$ cat src/rtl/sail_core_defs.sv
// Shared core definitions for the hazard-tracking scoreboard: register file
// geometry, countdown/outstanding-count widths and producer latency encodings.
package sail_core_defs;

    localparam int REG_ADDR_W = 5;
    localparam int NUM_REGS   = 32;
    localparam int LAT_W      = 2;
    localparam int CNT_W      = 2;

    // Cycles a consumer must wait before the producer's result can be forwarded
    localparam logic [LAT_W-1:0] LAT_ALU  = 2'd0;
    localparam logic [LAT_W-1:0] LAT_LOAD = 2'd1;
    localparam logic [LAT_W-1:0] LAT_MUL  = 2'd3;

    // Largest value representable in a field of the given width
    function automatic int field_max(input int width);
        return (1 << width) - 1;
    endfunction

endpackage

$ cat src/rtl/sb_entry.sv
// Scoreboard entry for a single architectural register: tracks how many writes
// to it are in flight and how many cycles remain until the youngest one can be
// forwarded to a consumer.
module sb_entry
    import sail_core_defs::*;
#(
    parameter int LW = LAT_W,
    parameter int CW = CNT_W
) (
    input  logic          clk,
    input  logic          reset,
    input  logic          accept_i,
    input  logic [LW-1:0] lat_load_i,
    input  logic          wb_i,
    output logic [CW-1:0] cnt_o,
    output logic [LW-1:0] lat_o
);

    logic [CW-1:0] cnt_q, cnt_d;
    logic [LW-1:0] lat_q, lat_d;
    logic          retire;

    // Next-state: a WB only counts if something is outstanding; the youngest
    // accepted write reloads the countdown and an empty entry never counts down
    always_comb begin
        cnt_d  = cnt_q;
        lat_d  = lat_q;
        retire = wb_i && (cnt_q != '0);
        if (accept_i && !retire) begin
            cnt_d = cnt_q + CW'(1);
        end else if (!accept_i && retire) begin
            cnt_d = cnt_q - CW'(1);
        end
        if (accept_i) begin
            lat_d = lat_load_i;
        end else if (lat_q != '0) begin
            lat_d = lat_q - LW'(1);
        end
        if (cnt_d == '0) begin
            lat_d = '0;
        end
    end

    // Entry state register, cleared by synchronous reset
    always_ff @(posedge clk) begin
        if (reset) begin
            cnt_q <= '0;
            lat_q <= '0;
        end else begin
            cnt_q <= cnt_d;
            lat_q <= lat_d;
        end
    end

    assign cnt_o = cnt_q;
    assign lat_o = lat_q;

endmodule

$ cat src/rtl/scoreboard_stall_unit.sv
// Producer-side hazard tracker. Records each register write leaving ID, stalls
// ID while a source operand cannot yet be forwarded or while a destination has
// no room for another outstanding write, and retires writes at WB.
// Optional feature macro: SCOREBOARD_PERF_EN adds the perf_stall_cycles counter.
module scoreboard_stall_unit
    import sail_core_defs::*;
#(
    parameter int NUM_REGS = sail_core_defs::NUM_REGS,
    parameter int LAT_W    = sail_core_defs::LAT_W,
    parameter int CNT_W    = sail_core_defs::CNT_W
) (
    input  logic                  clk,
    input  logic                  reset,
    input  logic                  id_valid,
    input  logic [REG_ADDR_W-1:0] id_rs1,
    input  logic [REG_ADDR_W-1:0] id_rs2,
    input  logic                  id_rs1_used,
    input  logic                  id_rs2_used,
    input  logic [REG_ADDR_W-1:0] id_rd,
    input  logic                  id_regwrite,
    input  logic [LAT_W-1:0]      id_latency,
    input  logic                  flush,
    input  logic                  wb_valid,
    input  logic [REG_ADDR_W-1:0] wb_rd,
    output logic                  stall,
    output logic                  rs1_pending,
    output logic                  rs2_pending,
    output logic                  busy
`ifdef SCOREBOARD_PERF_EN
    ,
    output logic [31:0]           perf_stall_cycles
`endif
);

    localparam logic [CNT_W-1:0] CNT_MAX = '1;

    logic [CNT_W-1:0]    cnt_arr [NUM_REGS];
    logic [LAT_W-1:0]    lat_arr [NUM_REGS];
    logic [NUM_REGS-1:0] pending;
    logic                hazard_1, hazard_2, waw_full, accept;

    // x0 is hardwired to zero and never has an outstanding write
    assign cnt_arr[0] = '0;
    assign lat_arr[0] = '0;

    generate
        for (genvar r = 1; r < NUM_REGS; r++) begin : g_entry
            sb_entry #(
                .LW (LAT_W),
                .CW (CNT_W)
            ) u_entry (
                .clk        (clk),
                .reset      (reset),
                .accept_i   (accept && (id_rd == REG_ADDR_W'(r))),
                .lat_load_i (id_latency),
                .wb_i       (wb_valid && (wb_rd == REG_ADDR_W'(r))),
                .cnt_o      (cnt_arr[r]),
                .lat_o      (lat_arr[r])
            );
        end
    endgenerate

    // A register is pending while any write to it is still in flight
    always_comb begin
        pending = '0;
        for (int r = 0; r < NUM_REGS; r++) begin
            pending[r] = (cnt_arr[r] != '0);
        end
    end

    // Stall when a used source is not forwardable yet or the destination's
    // outstanding-write counter would overflow; a squashed ID never stalls
    always_comb begin
        hazard_1 = id_rs1_used && (id_rs1 != '0) && pending[id_rs1] && (lat_arr[id_rs1] != '0);
        hazard_2 = id_rs2_used && (id_rs2 != '0) && pending[id_rs2] && (lat_arr[id_rs2] != '0);
        waw_full = id_regwrite && (id_rd != '0) && (cnt_arr[id_rd] == CNT_MAX);
        stall    = id_valid && !flush && (hazard_1 || hazard_2 || waw_full);
        accept   = id_valid && !flush && !stall && id_regwrite && (id_rd != '0);
    end

    assign rs1_pending = pending[id_rs1];
    assign rs2_pending = pending[id_rs2];
    assign busy        = |pending;

`ifdef SCOREBOARD_PERF_EN
    logic [31:0] perf_q, perf_d;

    // Free-running count of stalled cycles, wrapping naturally at 2**32
    always_comb begin
        perf_d = perf_q + 32'(stall);
    end

    // Perf counter register, cleared by synchronous reset
    always_ff @(posedge clk) begin
        if (reset) begin
            perf_q <= '0;
        end else begin
            perf_q <= perf_d;
        end
    end

    assign perf_stall_cycles = perf_q;
`endif

endmodule
$ cat config.mk
export PLATFORM = sky130hd
export DESIGN_NAME = scoreboard_stall_unit
export DESIGN_NICKNAME = d
export VERILOG_FILES = /design/src/rtl/sail_core_defs.sv /design/src/rtl/sb_entry.sv /design/src/rtl/scoreboard_stall_unit.sv
export SDC_FILE = /design/constraint.sdc
export NUM_CORES = 1
export LEC_CHECK = 0
export CORE_UTILIZATION = 57
export DETAILED_ROUTE_END_ITERATION = 10
export PLACE_DENSITY = 0.9
export SLEW_MARGIN = 20
export SYNTH_ARGS = -nofsm -noshare
export SYNTH_HDL_FRONTEND = slang
export SYNTH_SLANG_ARGS = --single-unit
$ cat constraint.sdc
create_clock -name clk -period 3.5 [get_ports clk]
set_input_delay 0.7 -clock clk [delete_from_list [all_inputs] [get_ports clk]]
set_output_delay 0.7 -clock clk [all_outputs]
set_load 0.01 [all_outputs]
==> results.json, run 1 <==
{
  "cts.sinks": 124,
  "dp_hpwl_microns": 28500,
  "synthTopCellsByArea": "dfxtp_1 (23%), ha_1 (7.1%), mux4_2 (6.2%)",
  "ys_types": 90,
  "status": "did not finish",
  "synth_edf_count": 0,
  "die_w_microns": 140,
  "synth_seq_cells": 124,
  "postSynth.asyncResetShare_pct": 0,
  "pre_cts_slack_ps": -1090,
  "cts-root-buf": "clkbuf_16",
  "gr-total-overflow": 4,
  "yosysSeqAreaShare_pct": 22.7,
  "ys.flop_type": "dfxtp_1",
  "fp-row-count": 50,
  "netlist_instances": 1364,
  "place_area_sq_um": 13200,
  "error": "[ERROR GRT-0232] Routing congestion too high. Check the congestion heatmap in the GUI.",
  "io_pins": 34,
  "htreeDepth": 4,
  "ys_warn_count": 0,
  "synth_top_area_share_pct": 22.7,
  "clock_path_buffers": 2,
  "holdBufCountCts": 0,
  "yosysTopAreaCell": "dfxtp_1",
  "initial_core_util_pct": 58.2,
  "avgSynthCellArea_sq_um": 8.01,
  "fp.dieH_microns": 140,
  "synth.net_count": 1456,
  "cts_buffers": 17,
  "port_buffers": 33,
  "haltStage": "5_1_grt",
  "gp_congestion": 1.11,
  "grt_util_all_layers_pct": 76.1,
  "syn_area_sq_um": 10900,
  "grt_max_degree": 59
}
-- logic make-up after synthesis --
logic type | count (synthesis) | synth area share (%)
XOR/XNOR | 76 | 6.55
AO/OA/AOI/OAI | 261 | 16.9
AND/OR/NAND/NOR | 537 | 25.8
multiplexers | 93 | 12.1
buffers and inverters | 203 | 8.05
adder cells (fa/ha/maj) | 70 | 7.86
flip-flops | 124 | 22.7
-- stage by stage --
stage	setup TNS [ps]	hold WS (ps)	util (%)	instances
after CTS	-351	440	77.2	1878
after detailed placement	-84690	458	70.3	1823
after global placement	-71930	451	70.3	1823
after floorplan	-142	434	-	1364
-- metal layers --
layer	track usage (%)	overflow
met5	41.4	0
met4	72.1	2
met3	68.2	0
met2	90.3	2
met1	73.9	0
-- synthesized netlist by cell type, types with 6 or more instances --
| master | n |
|---|---|
| o211ai_1 | 10 |
| a2111oi_0 | 7 |
| mux4_2 | 30 |
| and3_1 | 14 |
| nor2_1 | 146 |
| a21oi_1 | 52 |
| a2111oi_2 | 6 |
| buf_4 | 10 |
| o31ai_1 | 9 |
| a311oi_1 | 20 |
| a31o_2 | 6 |
| inv_1 | 138 |
| a31oi_1 | 10 |
| nand3_1 | 49 |
| nor4_1 | 17 |
| xnor2_1 | 53 |
| nand2b_1 | 10 |
| maj3_1 | 6 |
| clkbuf_1 | 32 |
| or3_1 | 40 |
| mux2i_1 | 52 |
| nor2b_1 | 9 |
| nor3_2 | 12 |
| xor2_1 | 18 |
| buf_2 | 10 |
| o21ai_0 | 60 |
| and2_1 | 9 |
| nand4_1 | 22 |
| a211oi_1 | 29 |
| nor3_1 | 90 |
| mux2_2 | 10 |
| nand2_1 | 77 |
| ha_1 | 62 |
| dfxtp_1 | 124 |
-- what timing repair did --
| action | in CTS |
|---|---|
| setup endpoints to repair | 121 |
| gates cloned | 4 |
| endpoints found under the hold margin | 0 |
| pin swaps | 31 |
| buffers inserted | 19 |
| gates resized for setup | 138 |
==> inputs of run 2 (changes only) <==
- CORE_UTILIZATION: 57 -> 40
- PLACE_DENSITY: 0.9 -> unset
- PLACE_DENSITY_LB_ADDON: unset -> 0.15
- clock period: 3.5 -> 4.55 ns (I/O delays scaled with it)
==> run 2 against run 1 <==
Against the previous run: the flow now finishes without violations; area after synthesis is the same; synthesized cell count is the same.
==> results.json, run 2 <==
{
  "p_total_uw": 3570,
  "multi_input_area_sq_um": 7580,
  "cts.sinks": 124,
  "fin_nets": 1525,
  "coreArea_sq_um": 26900,
  "synthTopCellsByArea": "dfxtp_1 (23%), ha_1 (7.1%), mux4_2 (6.2%)",
  "htreeDepth": 4,
  "crit_fanout": 9,
  "clk-insertion-delay-late_ps": 430,
  "via_per_inst": 5.87,
  "netlist_instances": 1364,
  "pre_cts_slack_ps": -357,
  "first_global_vias": 9573,
  "avgRoutedWirePerCell_microns": 19.5,
  "slowest_stage": "clkdlybuf4s50_1",
  "mostFrequentLayoutCells": "nor2_1 (146), inv_1 (138), dfxtp_1 (124)",
  "finalHoldViolCount": 0,
  "die_w_microns": 167,
  "synth_top_area_share_pct": 22.7,
  "ys_types": 90,
  "final_common_cell": "nor2_1",
  "ant_nets": 0,
  "yosysSeqAreaShare_pct": 22.7,
  "rsz0062_at_grt": "false",
  "cp.required_ps": 3640,
  "drive_gt1_share_pct": 15.0,
  "cts_tree": "yes",
  "arrival_ps": 3590,
  "setup_viol": 0,
  "antenna_found_initial": 1,
  "avgSynthCellArea_sq_um": 8.01,
  "cts_setup_buffers": 0,
  "area_delta_synth_final_pct": 16.3,
  "post-route-util_pct": 47.3,
  "maxCapViolCount": 0,
  "firstDrtPassIters": 5,
  "finalClockSkew_ps": 9.67,
  "grt_first_pass_wirelength_microns": 54500,
  "post-route-period-util_pct": 99.0,
  "first_iter_violations": 768,
  "layout_min_cycle_time_ps": 4500,
  "vias": 10500,
  "cts.reportedPaths.clkPinSlew_ps": 60,
  "drt_wl_total_microns": 34800,
  "holdBufCountCts": 0,
  "gp_congestion": 0.934,
  "setup_tns_ps": 0,
  "postSynth.asyncResetShare_pct": 0,
  "grt_max_degree": 50,
  "worst-path-buf-inv": 5,
  "drv_slew": 0,
  "synth.net_count": 1456,
  "syn_area_sq_um": 10900,
  "die_area_sq_um": 28000,
  "io_pins": 34,
  "tightest_slew_ps": 1060,
  "path_cells": "clkdlybuf4s50_1 > buf_12 > mux4_2 > mux4_2 > nand2b_1 > o31a_1 > buf_4 > inv_1 > clkdlybuf4s50_1",
  "max_stage_delay_ps": 540,
  "grt_util_all_layers_pct": 25.2,
  "synth_seq_cells": 124,
  "dp_hpwl_microns": 26700,
  "relSlewSlack_pct": 28.9,
  "synth.most_common_cell": "nor2_1",
  "status": "finished clean",
  "fp.dieH_microns": 167,
  "initial_core_util_pct": 40.7,
  "powerDensity_nw_per_um2": 281,
  "antenna_cells": 0,
  "synthTopCellsByCount": "nor2_1 (146), inv_1 (138), dfxtp_1 (124), nor3_1 (90), nand2_1 (77)",
  "critPathKind": "input pin to primary output",
  "fmax_ghz": 0.222,
  "cts-root-buf": "clkbuf_16",
  "drc_errors": 0,
  "total_leakage_power_uw": 0.00433,
  "yosysTopAreaCell": "dfxtp_1",
  "clock_path_buffers": 2,
  "fill_cells": 2637,
  "cts_buffers": 17,
  "worst_slack_ps": 46.5,
  "ys_warn_count": 0,
  "port_buffers": 33,
  "fp-row-count": 60,
  "hold_class": "flip-flop to flip-flop",
  "regArea_sq_um": 2480,
  "start_kind": "input pin",
  "ir_drop_mv": 0.209,
  "synth_edf_count": 0,
  "critPathTopFamily": "buffers and inverters",
  "ys.flop_type": "dfxtp_1",
  "gr-total-overflow": 0,
  "end_kind": "primary output"
}
[run 2: cell counts after synthesis]
Identical to the previous run, type by type.
[run 2: what timing repair did]
| action | 4_1_cts | 5_1_grt |
|---|---|---|
| gates cloned | 0 | 0 |
| setup endpoints to repair | 1 | 2 |
| resized for setup | 3 | 5 |
[run 2: cell type report]
cell class	count	area share [%]
Multi-Input combinational cell	1037	59.6
Timing Repair Buffer	114	8.08
Clock inverter	13	1.68
Inverter	139	4.13
Tap cell	341	3.36
Sequential cell	124	19.5
Clock buffer	19	3.57
[run 2: worst paths after layout]
kind | from | to | slack [ps] | cells after the start
min | g_entry[18].u_entry.cnt_o[0]$_SDFF_PP0_ | g_entry[18].u_entry.lat_o[0]$_SDFFE_PP0P_ | 450 | 1
max reg2reg | g_entry[31].u_entry.cnt_o[0]$_SDFF_PP0_ | g_entry[11].u_entry.lat_o[0]$_SDFFE_PP0P_ | 650 | 14
min reg2reg | g_entry[18].u_entry.cnt_o[0]$_SDFF_PP0_ | g_entry[18].u_entry.lat_o[0]$_SDFFE_PP0P_ | 450 | 1
max | id_rs1[0] | rs1_pending | 50 | 9
[run 2: cells by family (layout without fill, tap and decap cells)]
kind of cell	after synthesis	in the layout	synth area share, %
multiplexers	93	93	12.1
XOR/XNOR	76	76	6.55
buffers and inverters	203	285	8.05
adder cells (fa/ha/maj)	70	70	7.86
flip-flops	124	124	22.7
AO/OA/AOI/OAI	261	261	16.9
AND/OR/NAND/NOR	537	537	25.8
[run 2: metal layers]
| layer | GRT usage, % | up-vias | wire length [microns] |
|---|---|---|---|
| li1 | - | 5117 | - |
| met1 | 35.0 | 4988 | 16100 |
| met2 | 39.5 | 337 | 15500 |
| met3 | 4.61 | 47 | 2530 |
| met4 | 8.02 | 0 | 699 |
| met5 | 0 | - | 0 |
[run 2: per-stage QoR]
stage          instance area, sq um  instances  hold slack (ps)
2_1_floorplan                 10900       1364              434
3_3_place_gp                  12000       1755              450
3_5_place_dp                  12000       1755              453
4_1_cts                       12700       1787              457
5_1_grt                       12700       1787              494
6_report                      12700       1787              451
[run 2: worst register-to-register path: stages, from the launching register on]
cell      delay (ps)
dfxtp_1          390
inv_1             80
ha_1             310
mux4_2           510
mux4_2           480
nand2b_1         160
o31a_1           140
a21oi_4          180
buf_4            160
buf_6            300
nor4b_2          140
buf_4            200
a31oi_1          350
nor4b_1          120
nor4b_1          290
[run 2: power breakdown]
| part | total [uW] | switching, uW | internal, uW |
|---|---|---|---|
| logic | 826 | 465 | 361 |
| registers | 1180 | 45.8 | 1130 |
| clock network | 1570 | 563 | 1010 |
Power figures use the tool's default switching activity.
==> variant (flow settings as in run 2) <==
Add a define of `SCOREBOARD_PERF_EN`.
--- a/src/rtl/scoreboard_stall_unit.sv
+++ b/src/rtl/scoreboard_stall_unit.sv
@@ -4,2 +4,4 @@
 // Optional feature macro: SCOREBOARD_PERF_EN adds the perf_stall_cycles counter.
+`define SCOREBOARD_PERF_EN
+
 module scoreboard_stall_unit
New outputs: perf_stall_cycles. Function: not settled (the Yosys comparison gave no result); the edit may change what the design does.
==> variant against run 2 <==
Worst setup slack gained 140 ps. Area after synthesis is 14% higher. Power up 9.8%. Core utilization is 1.1 points higher. Cell area up 17%. Sequential cell count is 32 higher. Routed wire length rose by 19%. Worst hold slack improved by 74 ps. Highest routed layer unchanged.
==> variant: results (changes against run 2) <==
Global routing
  – Largest net degree at the start of global routing: 81 (+62%)
  – Global-route wire length before repair: 64.8 mm (+19%)
  – GRT Util Overall: 0.268 (+0.0155)
  – Vias in the first global route: 11319 (+18%)
  – Met2 global-route usage: 0.408 (+0.0128)
  – Met3 global-route usage: 0.0629 (+0.0168)

Placed design
  – Placer Congestion: 0.957 (+2.5%)
  – # placed instances: 2032 (+16%)
  – Worst slack, placed: -224 ps (+133 ps)

Layout
  – Seq Cell Count: 156 (+26%)
  – NonClk Buf Share: 0.106 (+0.0251)
  – #MultiIn Comb: 1165 (+12%)
  – Invs w/o clock: 147 (+5.8%)
  – CLK BUF: 18 (-1)
  – Seq area share: 0.211 (+0.0156)
  – Layout Nets: 1749 (+15%)
  – Area occupied by multi-input gates: 8440 um^2 (+11%)
  – Fraction of layout cells with a size suffix above 1: 0.126 (-0.0236)

Clock network
  – Clock latency on the worst-skew pair: 450 ps (+20 ps)
  – Post-cts sizing count: 4 (+1)

Synth
  – Register area share after synthesis: 0.251 (+0.0237)
  – Syn Inst Count: 1548 (+13%)
  – Top cells by count, synth: 156 x dfxtp_1, 142 x inv_1, 115 x nor2_1
  – Post-Synth Adder-Cell Area: 0.0651 (-0.0134)
  – Post-synthesis compound-gate area fraction: 0.199 (+0.0299)
  – Syn nets: 1642 (+13%)
  – Post-synthesis mux area share: 0.125 (+0.00373)
  – Most common cell in the netlist: dfxtp_1
  – Post-synth top area share: 0.251 (+0.0237)

Status
  – Run status: complete, no violations

Critical path
  – Crit-path max FO: 4 (-5)
  – CP arrival: 3450 ps (-140 ps)

STA
  – Clk_skew: 15.4 ps (+5.73 ps)

Pwr
  – Reg power frac: 0.374 (+0.044)
  – Maximum VDD drop: 0.000286 V (+37%)

Drt
  – Vias per cell: 5.89 (+0.27%)
  – DRT iter0 DRCs: 1228 (+60%)
  – Vias: 12148 (+16%)
  – Met2 Wirelength: 17.8 mm (+15%)
  – Routed length on met3: 3.11 mm (+23%)

Floorplan
  – Die X: 178 um (+6.6%)
[variant: changes by cell type after synthesis, sizes merged, moves of 30 or more]
cell          run 2  this run
dfxtp           124       156
mux2i            53        91
nand2            77       113
nand3            49        79
nor2            148       115
[variant: path summary, 6_finish.rpt]
kind,start,to,slack (ps),cells past startpoint
worst max-delay path,id_rs2[2],stall,190,10
worst min-delay path,perf_stall_cycles[31]$_SDFF_PP0_,perf_stall_cycles[31]$_SDFF_PP0_,530,2
worst max register to register,g_entry[15].u_entry.cnt_o[0]$_SDFF_PP0_,perf_stall_cycles[26]$_SDFF_PP0_,600,18
worst min register to register,perf_stall_cycles[31]$_SDFF_PP0_,perf_stall_cycles[31]$_SDFF_PP0_,530,2
[variant: worst max-delay path: stages]
cell and delay, ps:
clkdlybuf4s50_1 540, clkinv_1 160, buf_4 180, a2111oi_1 260, a31oi_1 100, and4_1 250
a2111oi_4 420, a21oi_4 130, a21oi_4 190, dlygate4sd2_1 290
